<file path="src/rtl/id_issue_queue.sv">
// id_issue_queue: in-order decoded-instruction queue with single outstanding control-flow gating.
// Define ID_ISSUE_QUEUE_BYPASS_EN to present incoming entries combinationally when the queue is empty.
module id_issue_queue #(
    parameter int DEPTH   = 4,
    parameter int ENTRY_W = 64
) (
    input  logic                       clk_i,
    input  logic                       rst_i,
    input  logic                       flush_i,
    input  logic [ENTRY_W-1:0]         instr_i,
    input  logic                       instr_is_ctrl_flow_i,
    input  logic                       instr_valid_i,
    output logic                       instr_ready_o,
    output logic [ENTRY_W-1:0]         decoded_instr_o,
    output logic                       is_ctrl_flow_o,
    output logic                       decoded_instr_valid_o,
    input  logic                       decoded_instr_ack_i,
    input  logic                       resolve_branch_i,
    output logic [$clog2(DEPTH+1)-1:0] count_o
);
    localparam int PW = $clog2(DEPTH);
    localparam int CW = $clog2(DEPTH+1);

    logic [ENTRY_W:0] mem [DEPTH];
    logic [PW-1:0]    rd_ptr, wr_ptr;
    logic [CW-1:0]    count;
    logic             branch_pending;
    logic [ENTRY_W:0] head;
    logic             empty, byp, deq, rd_en, wr_en;

    assign head          = mem[rd_ptr];
    assign empty         = count == '0;
    assign count_o       = count;
    assign instr_ready_o = count != CW'(DEPTH);

`ifdef ID_ISSUE_QUEUE_BYPASS_EN
    assign byp = empty && instr_valid_i && !flush_i && !(instr_is_ctrl_flow_i && branch_pending);
`else
    assign byp = 1'b0;
`endif

    always_comb begin
        decoded_instr_valid_o = !flush_i && (empty ? byp : !(head[ENTRY_W] && branch_pending));
        decoded_instr_o       = empty ? (byp ? instr_i : '0) : head[ENTRY_W-1:0];
        is_ctrl_flow_o        = empty ? (byp && instr_is_ctrl_flow_i) : head[ENTRY_W];
    end

    assign deq   = decoded_instr_valid_o && decoded_instr_ack_i;
    assign rd_en = deq && !empty;
    // a bypassed entry that is acked in the same cycle never touches storage
    assign wr_en = instr_valid_i && instr_ready_o && !flush_i && !(byp && decoded_instr_ack_i);

    always_ff @(posedge clk_i) begin
        if (wr_en) mem[wr_ptr] <= {instr_is_ctrl_flow_i, instr_i};
    end

    always_ff @(posedge clk_i) begin
        if (rst_i || flush_i) begin
            rd_ptr         <= '0;
            wr_ptr         <= '0;
            count          <= '0;
            branch_pending <= 1'b0;
        end else begin
            if (wr_en) wr_ptr <= wr_ptr + 1'b1;
            if (rd_en) rd_ptr <= rd_ptr + 1'b1;
            count          <= count + CW'(wr_en) - CW'(rd_en);
            branch_pending <= (deq && is_ctrl_flow_o) ? 1'b1 : resolve_branch_i ? 1'b0 : branch_pending;
        end
    end
endmodule

</file>
<file path="config.mk">
export PLATFORM = sky130hd
export DESIGN_NAME = id_issue_queue
export DESIGN_NICKNAME = d
export VERILOG_FILES = /design/src/rtl/id_issue_queue.sv
export SDC_FILE = /design/constraint.sdc
export NUM_CORES = 1
export LEC_CHECK = 0
export BUFFER_PORTS_ARGS = -buffer_cell sky130_fd_sc_hd__buf_2
export CAP_MARGIN = 10
export CORE_MARGIN = 1.5
export CORE_UTILIZATION = 55
export CTS_BUF_LIST = sky130_fd_sc_hd__clkbuf_2 sky130_fd_sc_hd__clkbuf_4 sky130_fd_sc_hd__clkbuf_8
export CTS_CLUSTER_DIAMETER = 200
export DETAILED_ROUTE_END_ITERATION = 6
export PLACE_DENSITY_LB_ADDON = 0.15
export SYNTH_ARGS = -nofsm -noshare
export SYNTH_HDL_FRONTEND = slang
export SYNTH_SLANG_ARGS = --single-unit
</file>
<file path="constraint.sdc">
create_clock -name clk_i -period 3.6 [get_ports clk_i]
set_input_delay 0.18 -clock clk_i [delete_from_list [all_inputs] [get_ports clk_i]]
set_output_delay 0.18 -clock clk_i [all_outputs]
set_load 0.01 [all_outputs]
</file>
* Word level (Yosys, flattened, before mapping)
Memory sizes are Yosys's and may differ from the RTL's. A register that Yosys moved wholly into a read port is not among the register bits.
Index checks and enable logic that the tools add are counted.
** Storage, ports and cells
- Bits in registers :: 8
- Output and inout bits :: 70
- Input port bits :: 71
- Bits in writable memories :: 260
- Memories :: 1
** Operators by class
- Reduce and logical (&&, ||, !) cells :: 13
- Equal/unequal tests :: 1
- Mux-type cells :: 9
- $add $sub $neg :: 4
** Memories
- mem :: words 4, width 65, rd ports 1, clocked after memory_dff 1, wr ports 1, line 24 : logic [ENTRY_W:0] mem [DEPTH];
** Operators with widths (number)
- 64-bit two-way mux :: 1
- 1-bit logical AND :: 7
- 1-bit two-way mux :: 6
- 2-bit by 1-bit adder with 2-bit output, second input constant :: 2
- 2-bit two-way mux :: 2
- 3-bit by 1-bit adder with 3-bit output :: 1
- 1-bit logical NOT :: 3
- 3-bit logical NOT :: 1
- 3-bit inequality test, second input constant :: 1
- 3-bit by 1-bit subtractor with 3-bit output :: 1
- 2-bit nonzero test :: 1
- 1-bit logical OR :: 1

* Longest topological paths before layout
Gate-level depths: netlist of the first run.
- Depth after elaboration :: 8
- Gate-level depth with buffers :: 11

* Worst setup path before layout of the first run
OpenSTA, ideal clock, no wires.
- Path type :: register to register
- Start point :: reg count[1] (netlist: count_o[1])
- End point :: mem mem[0][0] in the netlist's numbering, enable pin
- Stages on the path, launching flop included :: 4
- Arrival time :: 2477 ps
- Library setup time :: 430 ps
- Clock period less this slack :: 2907 ps
- Path slack :: 693 ps
- Path through :: dfxtp_1 -> or3b_1 -> and3b_1 -> and2_1
** Between the ends
- Longest elaborated chain between the ends :: 5
** RTL lines
- start: declaration :: line 26 : logic [CW-1:0] count;
- start signal: assignment :: line 66 : count <= count + CW'(wr_en) - CW'(rd_en);
- 3-bit inequality test :: line 34 : assign instr_ready_o = count != CW'(DEPTH);
- net instr_ready_o :: line 13 : output logic instr_ready_o,
- 1-bit logical AND (2 in a row) :: line 51 : assign wr_en = instr_valid_i && instr_ready_o && !flush_i && !(byp && decoded_instr_ack_i);
- 1-bit two-way mux :: line 54 : if (wr_en) mem[wr_ptr] <= {instr_is_ctrl_flow_i, instr_i};
- 1-bit two-way mux (not written as such) :: line 54
- end: declaration :: line 24
The timed path passes the listed nets, and every way through them passes these cells.

==> results.md, run 1 <==
- Max Slew Vio Count: 0
- Distinct cells, synth: 28
- Core area: about 18000 um^2
- Hold Path Origin: rst_i
- Worst EP required: roughly 3400 ps
- R2r startpoint: count_o[2]
- # DRC: 0
- Final Hold Fails: 0
- Placer Congestion: roughly 0.74
- Die width: 140 um
- CTS tree: done
- # Post-CTS Setup Buffers: 0
- Worst Tran Pin Value: approximately 1100 ps
- R2R cell count: 11
- Final #Nets: around 790
- Final setup fails: 0
- Rel. slew slack: ~29%
- Maximum vdd drop: roughly 0.00046 V
- Max Buffers Root-to-Sink: 3
- F_max: between 0.3 and 0.4 GHz
- GRT overflow: 0
- Largest net degree at the start of global routing: 66
- Final Skew: 19.6 ps
- Max Fanout on Critical Path: 27
- Post-route ant nets: 0
- Clock buffer count from CTS: 44
- Final period util: about three quarters
- Via Count: 5260
- RR Endpoint: count_o[2]
- Min-Delay Endpoint: wr_ptr[1]
- Mapped Cells: ~480
- Initial antenna violation count: 0
- WL per Instance: 19.4 um
- CTS clk-pin slew, worst paths: about 60 ps
- RSZ-0062 raised after global routing: false
- # IOs: roughly 140
- Vias in the first global route: between 5k and 6k
- Setup TNS: 0 ps
- Via-to-Cell Ratio: 5.41
- Worst skew pair latency: approximately 520 ps
- Syn Area/Cell: roughly 22 um^2
- Most common cell after layout, fill and taps aside: edfxtp_1
- GRT Total Usage: 19.9%
- Ys Warns: 0
- Post-Syn Area: about 10000 um^2
- Ys flop type: edfxtp_1
- Area grow syn2layout: 23.9%
- Fill count: approximately 1.2k
- CTS Sinks: 270
- Diode count: 0
- Crit path kind: reg -> out
- Crit start category: register
- Post-Place Cells: 826
- First-pass GRT wire length: 29.7 mm
- Number of synthesized flops with an enable pin: between 200 and 300
- Pre-Repair DR Iteration Count: 6
- Hold Crit Depth: 3
- Die ar.: a little under 20000 um^2
- Share of cells above drive strength 1: between 30 and 40%
- Area of the multi-input gates: between 2000 and 2500 um^2
- Async SR Flop Fraction: 0%
- Starting Density: 56.8%
- Most frequent cells in the layout: 260 x edfxtp_1, 140 x buf_2, 67 x dlygate4sd3_1, 65 x and2_1, 64 x mux4_2
- Die Y: ~140 um
- IO Port Bufs: 140
- Pwr Density: ~500 nW/um^2
- Max_cap viols: 0
- Tmin final: ~2700 ps
- Leak: about 0.0045 uW
- Initial DRC Count: 244
- Worst path arrival time: approximately 2500 ps
- H-tree depth: 2
- Sequential share of the synthesized area: between 70% and 80%
- Drt total wl: 18.8 mm
- Status: completed
- R2R Setup Slk: 1090 ps
- Hold Path Class: in -> reg
- Fin cells: approximately 970
- DP HPWL: 9.89 mm
- Crit. End Element: output port
- Sequential Area: between 8000 and 9000 um^2
- # rows: 49
- Syn nets: between 500 and 600
- Yosys reg bits: between 200 and 300
- CTS root buffer: clkbuf_8
state kept, by name, summed over array words and instances (netlist names), named ones only:
register,count
rd_ptr,2
count_o,3
wr_ptr,2
mem,260
branch_pending,1
cells by family after synthesis:
logic type      after synthesis  synth area share [%]
simple gates                 92                  5.35
mux                          67                  14.3
compound gates                8                 0.423
buf+inv                      28                  1.35
flops                       270                  77.4
fa+ha+maj                     7                 0.919
xor+xnor                      3                 0.254
layout make-up:
class	instances	area share [%]
clock buffer	65	6.20
clock inverter	15	0.722
inverter	6	0.176
multi-input combinational	177	17.2
sequential	270	62.5
tap	229	2.24
timing repair buffer	211	10.9
worst max-delay path by stage:
stage / cells after the start / slack (ps) / endpoint
floorplan: 3 / 690 / mem[0][0]
global placement: 11 / 1190 / count_o[2]
detailed placement: 11 / 1110 / count_o[2]
CTS: 4 / 820 / decoded_instr_o[25]
global route: 4 / 700 / decoded_instr_o[45]
finish: 4 / 930 / decoded_instr_o[1]
layer usage:
layer	up-vias	GRT usage [%]	share of wire, %
met4	0	7.09	2.1
met5	-	0	0
met3	29	4.34	4.8
li1	2385	-	-
met2	158	34.0	51
met1	2688	25.5	43
timing repair:
action,in CTS,in global routing
hold buffers,67,0
gates resized for setup,0,0
endpoints found under the hold margin,262,0
power breakdown:
| group | internal [uW] | leakage [uW] | switching, uW |
|---|---|---|---|
| combinational | 158 | 0.00163 | 156 |
| sequential | 3500 | 0.00244 | 13.4 |
| clock | 1480 | 0.000472 | 1100 |
| total | 5150 | 0.00454 | 1270 |
per-stage QoR:
step / util [%] / hold WS (ps) / power (uW) / worst slack, ps / cell area, um^2
after floorplan: - / 279 / 3710 / 693 / 10300
after global placement: 61.8 / 388 / 3830 / 1190 / 11300
after detailed placement: 61.8 / 398 / 3840 / 1110 / 11300
after CTS: 70.4 / 86.1 / 6490 / 821 / 12800
after global routing: 70.4 / 130 / 6650 / 699 / 12800
final: 70.4 / 126 / 6420 / 934 / 12800
cells in the mapped netlist (2+ instances only):
cell      count  area, um^2
clkbuf_1      8        30.0
and2_1       69         432
a21oi_1       5        25.0
mux4_2       64        1440
nor2_1        6        22.5
buf_2         7        35.0
xnor2_1       2        17.5
ha_1          6        75.1
buf_4         7        52.6
nor3_1        2        10.0
edfxtp_1    260        7810
nor2b_1       2        12.5
inv_1         6        22.5
nand2_1       3        11.3
nand3_1       2        10.0
o21ai_1       2        10.0
or3_1         4        25.0
dfxtp_1      10         200
critical path, cell delays in order, from the launching register on:
cell and delay (ps):
dfxtp_4 540, buf_4 530, mux4_2 590, and2_1 180, buf_2 130
Note: power is estimated with default switching activity, not from simulation.
==> run 2, diff against run 1 <==
clock period = 2.5 ns   (was 3.6 ns; I/O delays follow)
==> results.md, run 2 (synthesis results as in run 1) <==
- Largest register FFs: 260
- Largest net degree at the start of global routing: 66
- CTS tree: done
- GRT Total Usage: about a fifth
- Max Slew Vio Count: 0
- Post-route ant nets: 0
- WP depth: 11
- Final #Nets: 795
- Crit-path slowest cell: or3b_4
- # DRC: 0
- Starting Density: 56.8%
- Worst path bufs/invs: 3
- CTS Sinks: 270
- Sequential Area: between 8000 and 9000 um^2
- First-pass GRT wire length: 30.7 mm
- Area grow syn2layout: 24.9%
- Share of cells above drive strength 1: approximately two fifths
- Die ar.: between 15000 and 20000 um^2
- Tmin final: 2430 ps
- Most common cell after layout, fill and taps aside: edfxtp_1
- WL per Instance: between 20 and 25 um
- Worst Tran Pin Value: around 1000 ps
- Hold Crit Depth: 3
- Core area: roughly 18000 um^2
- Worst path cell trace: or3b_4, and3b_2, inv_1, ha_1, inv_2, ha_4, inv_2, fa_2, xor2_1, xnor2_1, nor2_1
- Worst EP required: between 2000 and 3000 ps
- Largest register by flop count: mem
- Crit-path leading delay family: adder cells
- Final Hold Fails: 0
- Area of the multi-input gates: 2240 um^2
- Crit-path max cell delay: 390 ps
- GRT overflow: 0
- IO Port Bufs: 140
- Crit. End Element: register
- Status: completed
- DP Area: between 10000 and 15000 um^2
- Worst skew pair latency: 520 ps
- Fill count: 1156
- # rows: between 40 and 50
- Crit path kind: reg -> reg
- R2R cell count: 11
- Die width: around 140 um
- Max Buffers Root-to-Sink: 3
- Rel. slew slack: 31.2%
- Crit start category: register
- Initial antenna violation count: 0
- Leak: approximately 0.0046 uW
- Die Y: between 100 and 150 um
- Pre-Repair DR Iteration Count: 5
- Initial DRC Count: 283
- Drt total wl: between 15 and 20 mm
- Max_cap viols: 0
- Final period util: approximately 97%
- Worst path arrival time: 2820 ps
- Most used cell along the critical path: inv_2
- Most frequent cells in the layout: 260 x edfxtp_1, 140 x buf_2, 67 x dlygate4sd3_1, 65 x and2_1, 64 x mux4_2
- Via-to-Cell Ratio: 5.47
- Final Skew: between 15 and 20 ps
- Clock buffer count from CTS: 43
- CTS clk-pin slew, worst paths: ~60 ps
- Setup TNS: 0 ps
- Max Fanout on Critical Path: 5
- Final instance area: between 10000 and 15000 um^2
- Maximum vdd drop: 0.000638 V
- H-tree depth: 2
- CTS root buffer: clkbuf_8
- F_max: around 0.4 GHz
- DP HPWL: roughly 9.9 mm
- Diode count: 0
- Vias in the first global route: 5941
- Hold Path Class: in -> reg
- Placer Congestion: 0.799
- Pwr Density: 708 nW/um^2
- # IOs: between 100 and 150
- Via Count: approximately 5.3k
- Final setup fails: 0
-- run 2: worst min-delay path, stage by stage --
cell	delay, ps
buf_2	70
or2_1	280
a21oi_1	70
-- run 2: layer usage --
layer / vias to the layer above / track usage (%) / routed length, um
li1: 2403 / - / -
met1: 2732 / 26.1 / 8200
met2: 169 / 35.1 / 10000
met3: 39 / 5.16 / 1150
met4: 0 / 6.76 / 391
met5: - / 0 / 0
-- run 2: timing repair --
action	4_1_cts	5_1_grt
setup buffers	0	5
hold buffers	67	0
pin swaps	0	7
gates cloned	0	1
endpoints found under the hold margin	263	0
gates resized for setup	3	12
endpoints found under the setup margin	65	19
-- run 2: cell type report --
cell class / count / area share (%)
clock buffer: 64 / 5.95
clock inverter: 11 / 0.542
inverter: 6 / 0.174
multi-input combinational: 177 / 17.3
sequential: 270 / 62.1
tap: 229 / 2.22
timing repair buffer: 219 / 11.7
-- run 2: report_power, final --
part           internal [uW]  switching (uW)  total, uW
logic                    238             232        470
clock network           2050            1560       3620
registers               5040            18.9       5060
total                   7330            1810       9150
-- run 2: per-stage QoR --
stage                     utilization (%)  hold slack [ps]  cells  worst slack, ps  power, uW
final                                70.9             73.9    976             70.7       9150
after global routing                 70.9             72.7    976            -40.3       9460
after CTS                            70.4             48.0    970             16.3       9220
after detailed placement             62.1              342    828            -28.4       5530
after global placement               62.1              334    828              126       5510
after floorplan                         -              224    475             96.2       5340
-- run 2: final timing paths --
kind	startpoint	end	slack, ps
setup / recovery	count_o[0]	count_o[2]	70
hold / removal	rst_i	wr_ptr[1]	70
setup reg to reg	count_o[0]	count_o[2]	70
hold reg to reg	rd_ptr[1]	rd_ptr[1]	510
==> run 3, diff against run 2 <==
PLACE_DENSITY_LB_ADDON = 0.05   (was 0.15)
SETUP_SLACK_MARGIN = 0.05   (was unset)
==> results.md, run 3 (synthesis results as in run 1) <==
- Worst path cell trace: mux2_1, a22o_1, nor2_1, ha_1, inv_1, ha_1, inv_1, fa_1, xor2_1, xnor2_1, nor2_1
- Final setup fails: 0
- Crit-path max cell delay: roughly 410 ps
- Setup TNS: 0 ps
- Crit. End Element: register
- Area grow syn2layout: 24.2%
- Pre-Repair DR Iteration Count: 4
- GRT Total Usage: roughly 20%
- Initial antenna violation count: 0
- R2R Setup Slk: ~120 ps
- WL per Instance: between 15 and 20 um
- F_max: between 0.4 and 0.5 GHz
- DP HPWL: 9.49 mm
- Crit start category: register
- Tmin final: 2380 ps
- Crit path kind: reg -> reg
- First-pass GRT wire length: approximately 30 mm
- Final Hold Fails: 0
- Routed wl met3: roughly 1 mm
- Max Slew Vio Count: 0
- RSZ-0062 raised after global routing: true
- Diode count: 0
- RR Endpoint: count_o[2]
- Final instance area: between 10000 and 15000 um^2
- Largest register FFs: 260
- Most common cell after layout, fill and taps aside: edfxtp_1
- Hold Path Origin: rst_i
- Placer Congestion: approximately 0.79
- Largest net degree at the start of global routing: 66
- Maximum vdd drop: around 0.00064 V
- # Post-CTS Setup Buffers: 0
- GRT overflow: 0
- H-tree depth: 2
- Via Count: approximately 5.3k
- Worst Tran Pin Value: ~1000 ps
- Rel. slew slack: between 30 and 40%
- Crit-path slowest cell: fa_1
- Worst setup slack after layout: between 100 and 150 ps
- CTS Sinks: 270
- Die width: 140 um
- Final #Nets: between 700 and 800
- # IOs: roughly 140
- Met2 WL post-DR: about 9.6 mm
- Final period util: a little over nine tenths
- Leak: about 0.0046 uW
- P_sw: approximately 1800 uW
- Status: completed
- Max Fanout on Critical Path: 4
- Met1 wire length: between 8 and 9 mm
- Clk pwr share: 39.4%
- Pwr Total: between 9000 and 10000 uW
- # DRC: 0
- R2R cell count: 11
- CTS clk-pin slew, worst paths: 60 ps
- Drt total wl: ~19 mm
- Internal: 7290 uW
- CTS tree: done
- Share of cells above drive strength 1: 39.2%
- Largest register by flop count: mem
- Die ar.: 19600 um^2
- Combinational fraction of design power: 5.0%
- Min-Delay Endpoint: count_o[0]
- Sequential power share: between 50% and 60%
- Die Y: about 140 um
- Hold Crit Depth: 3
- Most frequent cells in the layout: 260 x edfxtp_1, 140 x buf_2, 67 x dlygate4sd3_1, 65 x and2_1, 64 x mux4_2
- Post-route ant nets: 0
- Starting Density: a little under three fifths
- Worst EP required: 2900 ps
- Worst skew pair latency: 520 ps
- Clock buffer count from CTS: 43
- Hold Path Class: in -> reg
- Via-to-Cell Ratio: 5.43
- CTS root buffer: clkbuf_8
- Worst path arrival time: 2770 ps
- Core area: approximately 18000 um^2
- Net Sw Frac: about a fifth
- Initial DRC Count: ~210
- Final Skew: between 10 and 15 ps
- Max Buffers Root-to-Sink: 3
- Vias in the first global route: 5742
- Max layer used: met4
- Pwr Density: slightly above 700 nW/um^2
- # rows: 49
- Max_cap viols: 0
- DP Area: about 11000 um^2
- Pre-CTS setup slack: 74.6 ps
- IO Port Bufs: 140
==> run 3: cell types whose count changed in the layout (fill, tap and decap cells not counted), sizes merged <==
cell,before,now
clkbuf,65,68
clkinv,10,9
buf,151,147
bufinv,1,0
==> run 3: worst max path at each step <==
stage               slack (ps)                  end
floorplan                  100           count_o[2]
global placement           130           count_o[2]
detailed placement          70           count_o[2]
CTS                         60  decoded_instr_o[52]
global route                 3           count_o[2]
finish                     120           count_o[2]
==> run 3: area by class of cell <==
class,count,area [um^2]
Clock buffer,67,797
Clock inverter,9,37.5
Fill cell,1186,5370
Inverter,6,22.5
Multi-Input combinational cell,177,2210
Sequential cell,270,8020
Tap cell,229,287
Timing Repair Buffer,215,1470
==> run 3: per-layer routing <==
metal / GRT usage [%] / vias up
met4: 6.93 / 0
met2: 33.9 / 152
met3: 4.68 / 38
li1: - / 2398
met5: 0 / -
met1: 25.7 / 2699
==> run 3: repair_timing <==
item	CTS	global route
setup endpoints to repair	57	51
resized for setup	2	2
endpoints found under the hold margin	263	0
gates cloned	0	1
hold buffers	67	0
==> run 3: critical path, delay by kind of cell (launching register included) <==
family          cells  cell delay (ps)
compound gates      1              210
buf+inv             2              110
simple gates        2              150
xor+xnor            2              300
flops               1              370
fa+ha+maj           3              770
mux                 1              340
==> run 3: stage by stage <==
step | hold slack [ps] | std cells | util [%]
detailed placement | 341 | 829 | 62.0
global route | 79.8 | 973 | 70.5
floorplan | 224 | 475 | -
global placement | 334 | 829 | 62.0
CTS | 36.2 | 972 | 70.4
finish | 53.6 | 973 | 70.5
==> run 3: power by group through the flow <==
stage	registers (uW)	clock network (uW)	logic (uW)
2_1_floorplan	5150	0	183
3_3_place_gp	5150	0	363
3_5_place_dp	5160	0	374
4_1_cts	5060	3670	460
5_1_grt	5060	3870	498
6_report	5060	3590	456
